<file path="src/rtl/bitrev_reorder_ctrl.sv">
// ---------------------------------------------------------------------------
// bitrev_reorder_ctrl
//
// Ping-pong reorder buffer for the R2SDF FFT output. Each frame of 2^N
// samples is written in arrival (natural) order into one of two banks. It is
// then read back in bit-reversed index order, so the downstream consumer sees
// natural-order bins. One bank fills while the other drains, which sustains
// one sample per cycle on both sides with no bubble at frame boundaries.
//
// Parameters
//   N   log2 of frame length (frame = 2^N samples), N >= 1
//   DW  sample width in bits
//
// Ports
//   clk        rising-edge clock
//   rst_n      synchronous active-low reset
//   in_valid   in_data valid
//   in_ready   write bank is empty; sample can be taken this cycle
//   in_data    sample, natural order within frame
//   out_valid  read bank holds a complete frame
//   out_ready  downstream accepts out_data
//   out_data   sample, bit-reversed order within frame
//   out_last   final sample of the output frame
//   busy       any bank full or a partial frame is being written
//
// Optional build macro BITREV_FRAME_CNT_EN adds:
//   frame_cnt  [15:0] completed output frames (wraps)
//   ovf_flag   sticky: in_valid seen while in_ready was low
// ---------------------------------------------------------------------------

// One frame bank: synchronous write, combinational read. The contents are
// deliberately not reset; the full flags in the controller decide validity.
module bitrev_bank #(
    parameter int N  = 3,
    parameter int DW = 32
) (
    input  logic          clk,
    input  logic          we,
    input  logic [N-1:0]  waddr,
    input  logic [DW-1:0] wdata,
    input  logic [N-1:0]  raddr,
    output logic [DW-1:0] rdata
);
    logic [DW-1:0] mem [2**N];

    always_ff @(posedge clk) begin
        if (we) mem[waddr] <= wdata;
    end

    assign rdata = mem[raddr];
endmodule

module bitrev_reorder_ctrl #(
    parameter int N  = 3,
    parameter int DW = 32
) (
    input  logic          clk,
    input  logic          rst_n,
    input  logic          in_valid,
    output logic          in_ready,
    input  logic [DW-1:0] in_data,
    output logic          out_valid,
    input  logic          out_ready,
    output logic [DW-1:0] out_data,
    output logic          out_last,
    output logic          busy
`ifdef BITREV_FRAME_CNT_EN
    ,
    output logic [15:0]   frame_cnt,
    output logic          ovf_flag
`else
`endif
);
    localparam logic [N-1:0] LAST = {N{1'b1}};

    logic [1:0]          full;
    logic                wr_bank;
    logic                rd_bank;
    logic [N-1:0]        wr_cnt;
    logic [N-1:0]        rd_cnt;
    logic [N-1:0]        rd_addr;
    logic [1:0][DW-1:0]  bank_rd;

    logic wr_fire, rd_fire, wr_done, rd_done;

    assign in_ready  = ~full[wr_bank];
    assign out_valid = full[rd_bank];
    assign out_last  = out_valid & (rd_cnt == LAST);
    assign out_data  = bank_rd[rd_bank];
    assign busy      = (|full) | (wr_cnt != '0);

    assign wr_fire = in_valid & in_ready;
    assign rd_fire = out_valid & out_ready;
    assign wr_done = wr_fire & (wr_cnt == LAST);
    assign rd_done = rd_fire & (rd_cnt == LAST);

    // Read address is the read counter with its bits mirrored.
    always_comb begin
        rd_addr = '0;
        for (int i = 0; i < N; i++) rd_addr[i] = rd_cnt[N-1-i];
    end

    for (genvar b = 0; b < 2; b++) begin : g_bank
        bitrev_bank #(.N(N), .DW(DW)) u_bank (
            .clk   (clk),
            .we    (wr_fire & (wr_bank == 1'(b))),
            .waddr (wr_cnt),
            .wdata (in_data),
            .raddr (rd_addr),
            .rdata (bank_rd[b])
        );
    end

    // Counters wrap naturally at 2^N. A bank is only set while empty (write
    // side gated by in_ready) and only cleared while full (read side gated by
    // out_valid), so a same-cycle set and clear always land on different banks.
    always_ff @(posedge clk) begin
        if (!rst_n) begin
            full    <= '0;
            wr_bank <= 1'b0;
            rd_bank <= 1'b0;
            wr_cnt  <= '0;
            rd_cnt  <= '0;
        end else begin
            if (wr_fire) begin
                wr_cnt <= wr_cnt + 1'b1;
                if (wr_done) wr_bank <= ~wr_bank;
            end
            if (rd_fire) begin
                rd_cnt <= rd_cnt + 1'b1;
                if (rd_done) rd_bank <= ~rd_bank;
            end
            for (int b = 0; b < 2; b++) begin
                if (wr_done && (wr_bank == 1'(b)))      full[b] <= 1'b1;
                else if (rd_done && (rd_bank == 1'(b))) full[b] <= 1'b0;
            end
        end
    end

`ifdef BITREV_FRAME_CNT_EN
    always_ff @(posedge clk) begin
        if (!rst_n) begin
            frame_cnt <= '0;
            ovf_flag  <= 1'b0;
        end else begin
            if (rd_done)              frame_cnt <= frame_cnt + 16'd1;
            if (in_valid & ~in_ready) ovf_flag  <= 1'b1;
        end
    end
`else
    // Frame statistics not built.
`endif
endmodule

</file>
<file path="config.mk">
export PLATFORM = sky130hd
export DESIGN_NAME = bitrev_reorder_ctrl
export DESIGN_NICKNAME = d
export VERILOG_FILES = /design/src/rtl/bitrev_reorder_ctrl.sv
export SDC_FILE = /design/constraint.sdc
export NUM_CORES = 1
export LEC_CHECK = 0
export BUFFER_PORTS_ARGS = -buffer_cell sky130_fd_sc_hd__clkbuf_2
export CORE_ASPECT_RATIO = 1.4
export CORE_UTILIZATION = 45
export DETAILED_ROUTE_END_ITERATION = 6
export GPL_ROUTABILITY_DRIVEN = 1
export PLACE_DENSITY = 0.6
export SYNTH_ARGS = -nofsm -noshare
export SYNTH_HDL_FRONTEND = slang
export SYNTH_HIERARCHICAL = 1
export SYNTH_SLANG_ARGS = --single-unit
export TNS_END_PERCENT = 50
</file>
<file path="constraint.sdc">
create_clock -name clk -period 6.79 [get_ports clk]
set_input_delay 0 -clock clk [delete_from_list [all_inputs] [get_ports clk]]
set_output_delay 0 -clock clk [all_outputs]
set_load 0.05 [all_outputs]
</file>
Word level (Yosys, flattened, before mapping)
Memories as Yosys holds them, arrays and structs flattened. A register that Yosys moved wholly into a read port is not among the register bits.
Cells that the tools add are included.
- register bits after elaboration: 10
- bits in writable memories: 512
- bits of input ports: 36
- logic and storage cells: 53
- memories: 2
- memory list (name ; words ; width ; rd ports ; clocked after memory_dff ; write ports ; line ; source):
    g_bank[0].u_bank.mem ; 8 ; 32 ; 1 ; 1 ; 1 ; 44 ; logic [DW-1:0] mem [2**N];
    g_bank[1].u_bank.mem ; 8 ; 32 ; 1 ; 1 ; 1 ; 44 ;
- add/subtract/negate cells: 2
- magnitude comparators: 2
- equality and inequality tests: 2
- muxes and demuxes: 18
- bitwise gates (word level): 11
- reduce and logical (&&, ||, !) cells: 10
- operators with widths (cell ; number):
    32-bit two-way mux ; 2
    1-bit two-way mux ; 12
    3-bit two-way mux ; 4
    1-bit bitwise AND ; 7
    3-bit by 1-bit adder with 3-bit output, second input constant ; 2
    3-bit equality test, second input constant ; 2
    1-bit logical AND ; 4
    1-bit by 2-bit less-than comparator with 1-bit output, second input constant ; 2
    2-bit AND reduction ; 2
    2-bit nonzero test ; 2
    1-bit NOT ; 3
    3-bit nonzero test ; 1
    2-bit OR reduction ; 1
    1-bit OR ; 1

Logic depth before layout (Yosys ltp)
Gate-level depths: netlist of run 1.
- word-level depth: 7
- gate-level depth with buffers: 5

Hierarchy
The synthesis of run 1 kept the hierarchy.
- modules (own cells, without submodules) (module ; times used ; cells an instance ; area each (um^2)):
    bitrev_bank ; 2 ; 383 ; 9825.7
    bitrev_reorder_ctrl ; 1 ; 95 ; 912.1

Least setup slack after synthesis of run 1
OpenSTA, ideal clock, no wires.
- path kind: reg-to-reg
- from: reg wr_bank
- to: mem g_bank[1].u_bank.mem[0][0] (enable)
- setup time: 0.461 ns
- arrival: 3.070 ns
- setup slack: 3.259 ns
- stages on the path, launching flop included: 5
- path buffers: 0
- period minus slack after synthesis: 3.531 ns
- cells stage by stage: dfxtp_1 > or2b_1 > nor2_1 > nand2b_1 > nor3_1
- cells in the longest elaborated chain, start to end: 7
- RTL lines (item ; line ; source):
    from (decl) ; 77 ; logic wr_bank;
    from (signal assigned) ; 127 ; if (wr_done) wr_bank <= ~wr_bank;
    1-bit two-way mux (not written as such) (2 in a row) ; 86 ; assign in_ready = ~full[wr_bank];
    1-bit NOT ; 86 ;
    1-bit bitwise AND ; 92 ; assign wr_fire = in_valid & in_ready;
    1-bit bitwise AND * ; 106 ; .we (wr_fire & (wr_bank == 1'(b))),
    1-bit two-way mux * ; 47 ; if (we) mem[waddr] <= wdata;
    1-bit two-way mux (not written as such) * ; 47 ;
    to (decl) ; 44 ;
Mark *: on every way between the ends. The rest lies on a longest branch, timed or not. The select of a mux whose other input is x is not followed.

==> run metrics, run 1 <==
fin crit share=55.4%; Min-Delay Path Class=in -> reg; Yosys cell types=27; CP max-delay cell=buf_4; ANT cells=0; CP max FO=55; largest net degree at the start of global routing=56; hold path start=in_valid; Period minus WS final=3760 ps; Layout Nets=1,044; crit-path most repeated cell=mux2_2; Total GRT Usage=18.7%; first-pass GRT wire length=62,600 µm; register bit count reported by yosys=522; top-area cell type share of the netlist area=74.8%; top-count cell post-synth=edfxtp_1; htree depth=2; Longest Clk Path Bufs=3; YS warnings=6; Clock Sinks=522; DR WL/cell=25.5 µm; CP bufs+invs=2; fillcell total=3,508; VDD IR max=0.162 mV; overall routed net length=42,200 µm; total CTS buffers=49; max-cap check violation count=0; grt total ovfl=0; Via density=5.61; Starting Density=45.7%; max-slew violations=0; Post-Syn Area=0.0206 mm²; Most used DFF post-synth=edfxtp_1; Mapped Cells=861; hold path depth=4; placed insts=1,525; slew margin rel.=33.3%; number of global-route vias before repair=9,637; CTS Root Cell=clkbuf_16; RSZ-0062 raised after global routing=no; largest cells by area after synthesis=edfxtp_1 (75%), mux4_1 (10%), mux2_2 (5.3%); Initial DRC Count=814; register area share after synthesis=75.7%; max incr delay on CP=870 ps; I/O Buffers=71; crit-path cells=buf_4 > mux4_1 > mux2_2 > mux2_2 > clkbuf_2; TritonCTS clock tree=done; critical path class=reg -> out; boundary pin count=72; Core ar.=0.0450 mm²; cell leakage power=7.46 nW; CP delay by family, top=multiplexers; initial antenna violation count=0; drt drc=0; worst slew pin tran=1000 ps; Antenna Nets Post-Route=0; total power=6.45 mW; Synth Net Count=902; r2r worst-path depth=6; Post-synth EDFFs=512; Layout Skew=18.6 ps; Syn Area/Cell=23.9 µm²; Final HPWL DP=20,500 µm; Layout area overhead=14.8%; CP required=6790 ps; Synth top cells by count=edfxtp_1 (512), mux2_2 (96), mux4_1 (80); # rows=92; clock slew at the register clock pins of the worst setup and hold paths=60 ps; Non-Filler Instances=1,652; die height=255 µm; R2R Setup Slk=3940 ps; Hold Vio Cnt, Final=0; setup_tns=0 ps; post-synth top area cell=edfxtp_1; router iterations before antenna repair=4; Via Count=9,270; die extent in x=183 µm; status=completed; Worst Hold Path EP=full[1]$_SDFFE_PN0P_; asr flop ratio synth=0%; layout cell share with drive strength beyond 1=31.4%; Worst R2R End=rd_bank$_SDFFE_PN0P_; DIE AREA=0.0466 mm²; CP Launch Type=flip-flop; Final setup viols=0; Worst Setup End Kind=output pin; worst-skew pair later-pin latency=570 ps; global placement routability congestion=0.675; WP data arrival=3760 ps; r2r startpoint=rd_cnt[2]$_SDFFE_PN0P_; FMAX=0.266 GHz; PwrDens=273 mW/mm²
[sequential cells by signal, summed over array words and instances, names as in the netlist]
signal,count
full,2
g_bank.u_bank/mem,512
rd_bank,1
rd_cnt,3
wr_bank,1
wr_cnt,3
[timing repair]
action | CTS | global route
resized for setup | 0 | 0
setup buffers | 0 | 0
hold endpoints to repair | 522 | 0
hold buffers | 38 | 0
[layout make-up]
type                       count  area (µm²)  share of cell area [%]
clock buffer                  63        1300                    5.51
sequential                   522       15600                    66.0
timing repair buffer         132         908                    3.85
multi-input combinational    293        4790                    20.3
tap                          611         764                    3.24
clock inverter                26         230                   0.975
inverter                       5        18.8                  0.0795
[placed cells by master (no fill, tap or decap), drive strengths merged, types with 10 or more instances in the layout]
cell	count
mux2	96
clkbuf	134
clkinv	22
nand2	16
mux4	128
nor2	16
dfxtp	10
edfxtp	512
buf	23
dlygate4sd3	38
[logic make-up after synthesis]
family                   share of synthesized area [%]
AND/OR/NAND/NOR                                   1.20
flip-flops                                        75.7
multiplexers                                      21.1
AO/OA/AOI/OAI                                    0.189
adder cells (fa/ha/maj)                          0.304
buffers and inverters                             1.48
[through the flow]
stage | area [µm²] | hold slack [ps] | setup slack (ps) | utilization [%]
after floorplan | 20600 | 98.9 | 3260 | -
after global placement | 21700 | 302 | 3510 | 48.2
after detailed placement | 21700 | 316 | 3510 | 48.2
after CTS | 23600 | 319 | 2920 | 52.4
after global routing | 23600 | 373 | 2790 | 52.4
final | 23600 | 337 | 3030 | 52.4
[layer usage]
layer	vias up	track usage, %	wire [µm]
met1	5046	24.5	17800
met5	-	0	0
met4	0	4.59	648
met3	52	2.52	1550
met2	180	33.2	22200
li1	3992	-	-
[power by group]
part           total (mW)  switching (mW)  internal, mW
sequential           3.58         0.00983          3.57
combinational       0.225           0.153        0.0715
clock                2.64            1.14          1.50
[worst max-delay path by stage]
stage / start / end / slack [ps] / cells past startpoint
CTS: rd_cnt[2]$_SDFFE_PN0P_ / out_data[7] / 2920 / 5
floorplan: wr_bank$_SDFFE_PN0P_ / g_bank[1].u_bank/mem[0][0]$_DFFE_PP_ / 3260 / 4
global placement: rd_cnt[2]$_SDFFE_PN0P_ / out_data[7] / 3510 / 5
global route: rd_cnt[2]$_SDFFE_PN0P_ / out_data[7] / 2790 / 5
finish: rd_cnt[2]$_SDFFE_PN0P_ / out_data[7] / 3030 / 5
detailed placement: rd_cnt[2]$_SDFFE_PN0P_ / out_data[7] / 3510 / 5
[tightest hold or removal path: stages]
cell and delay [ps]:
dlygate4sd3_1 520, clkbuf_2 150, a31oi_1 90, nor2_1 90
Power figures use the tool's default switching activity.
==> inputs of run 2 (changes only) <==
==> constraint.sdc (replaced) <==
create_clock -name clk -period 3.5 [get_ports clk]
set_input_delay 0 -clock clk [delete_from_list [all_inputs] [get_ports clk]]
set_output_delay 0 -clock clk [all_outputs]
set_load 0.05 [all_outputs]
==> run 2 against run 1 <==
Compared with the run above: worst setup slack worse by 2600 ps; non-clock buffer count rose by 12; clock-buffer cell count shrank 5; total power is 95% higher; flip-flop and latch count is the same; clock skew fell by 12 ps; largest power group unchanged; global-route usage shrank 0.47 points; die area is the same; highest routed layer unchanged; clock power is 98% higher.
==> run metrics, run 2 (synthesized netlist as in run 1, its figures left out) <==
grt met3 use=2.63%; WP depth=5; number of global-route vias before repair=9,549; Layout Nets=1,055; CP bufs+invs=2; r2r worst-path depth=5; total CTS buffers=48; layout cell share with drive strength beyond 1=32.9%; FMAX=0.323 GHz; DIE AREA=0.0466 mm²; PwrDens=527 mW/mm²; grt total ovfl=0; # rows=92; Starting Density=45.7%; Hold Vio Cnt, Final=0; CP Launch Type=flip-flop; setup bufs post-CTS=0; TritonCTS clock tree=done; cell leakage power=7.58 nW; first-pass GRT wire length=61,400 µm; Worst Setup End Kind=output pin; VDD IR max=0.474 mV; Non-Filler Instances=1,664; post-cts sizing count=0; setup_tns=0 ps; Seq pwr share=55.1%; Top reg by flops=g_bank.u_bank/mem; Int Pwr=10.1 mW; hold path depth=4; CTS Root Cell=clkbuf_16; commonest non-fill, non-tap cell in the layout=edfxtp_1; CP delay by family, top=multiplexers; worst-skew pair later-pin latency=570 ps; clock slew at the register clock pins of the worst setup and hold paths=70 ps; initial antenna violation count=0; fin crit share=88.5%; CP max FO=31; RSZ-0062 raised after global routing=no; Min-Delay Path Class=in -> reg; max reg flops=512; DR WL/cell=24.8 µm; crit-path most repeated cell=mux2_2; GRT busiest layer=met2; met2 Usage GRT=32.5%; Clock Sinks=522; crit-path cells=buf_4 > mux4_1 > mux2_2 > mux2_2 > clkbuf_2; boundary pin count=72; I/O Buffers=71; Final HPWL DP=22,400 µm; sw power=2.55 mW; final hold slack=342 ps; die extent in x=183 µm; WP data arrival=3100 ps; Antenna Nets Post-Route=0; fillcell total=3,477; Period minus WS final=3100 ps; CP max-delay cell=dfxtp_4; Via density=5.49; Top Registers=g_bank.u_bank/mem x512, rd_cnt x3, wr_cnt x3; die height=255 µm; Initial DRC Count=527; Layout area overhead=16.3%; Clk pwr share=41.4%; most frequent cells in the layout=edfxtp_1 (512), mux2_2 (96), mux4_1 (80); router iterations before antenna repair=4; status=completed; CP required=3500 ps; placed insts=1,537; slew margin rel.=54.4%; overall routed net length=41,300 µm; Core ar.=0.0450 mm²; drt drc=0; max-cap check violation count=0; Longest Clk Path Bufs=3; htree depth=2; critical path class=reg -> out; Final setup viols=0; largest net degree at the start of global routing=71; Layout Skew=6.90 ps; Via Count=9,131; ANT cells=0; max-slew violations=0; worst slew pin tran=682 ps; Gate power share=3.5%; Total GRT Usage=18.3%; Sw Ratio=20.2%; M1 GR Usage=23.2%; global placement routability congestion=0.700; max incr delay on CP=780 ps
[run 2: cell count changes in the layout (fill, tap and decap cells not counted), moves of 2 or more]
cell,before,now
clkbuf_1,13,8
clkinvlp_4,0,2
clkinv_2,8,12
buf_12,0,14
clkinv_1,12,10
buf_4,23,21
[run 2: routing by layer]
layer,up-vias,wire (µm)
met4,0,887
met3,59,1440
met5,-,0
met1,4876,17300
met2,163,21600
li1,4033,-
[run 2: through the flow]
step	power (mW)	setup WS [ps]	cell area, µm²	utilization (%)
final	12.6	404	23900	53.1
after global routing	13.0	292	23900	53.1
after CTS	12.7	319	23900	53.1
after detailed placement	7.50	942	22000	48.8
after global placement	7.48	964	22000	48.8
after floorplan	7.31	-29.5	20600	-
[run 2: tightest hold or removal path, stage by stage]
cell and delay (ps):
dlygate4sd3_1 520, clkbuf_2 160, a31oi_1 100, nor2_1 90
[run 2: what timing repair did]
action,in CTS,in global routing
hold buffers,38,0
setup endpoints to repair,0,0
endpoints found under the hold margin,522,0
[run 2: layout make-up]
class	count	area (µm²)	share of cell area, %
Multi-Input combinational cell	293	4800	20.1
Clock buffer	58	1280	5.36
Sequential cell	522	15600	65.2
Inverter	5	18.8	0.0785
Clock inverter	31	290	1.21
Timing Repair Buffer	144	1170	4.91
Tap cell	611	764	3.20
[run 2: power groups by stage]
stage / registers (mW) / logic (mW) / clock network (mW)
final: 6.95 / 0.440 / 5.22
after global routing: 6.95 / 0.474 / 5.56
after detailed placement: 7.08 / 0.413 / 0
after floorplan: 7.08 / 0.222 / 0
after global placement: 7.08 / 0.405 / 0
after CTS: 6.95 / 0.449 / 5.34
[run 2: final timing paths]
path	startpoint	end	slack [ps]
setup reg to reg	wr_bank$_SDFFE_PN0P_	g_bank[1].u_bank/mem[2][26]$_DFFE_PP_	1120
hold reg to reg	wr_cnt[2]$_SDFFE_PN0N_	wr_cnt[2]$_SDFFE_PN0N_	550
hold / removal	in_valid	full[1]$_SDFFE_PN0P_	340
setup / recovery	rd_cnt[2]$_SDFFE_PN0P_	out_data[12]	400
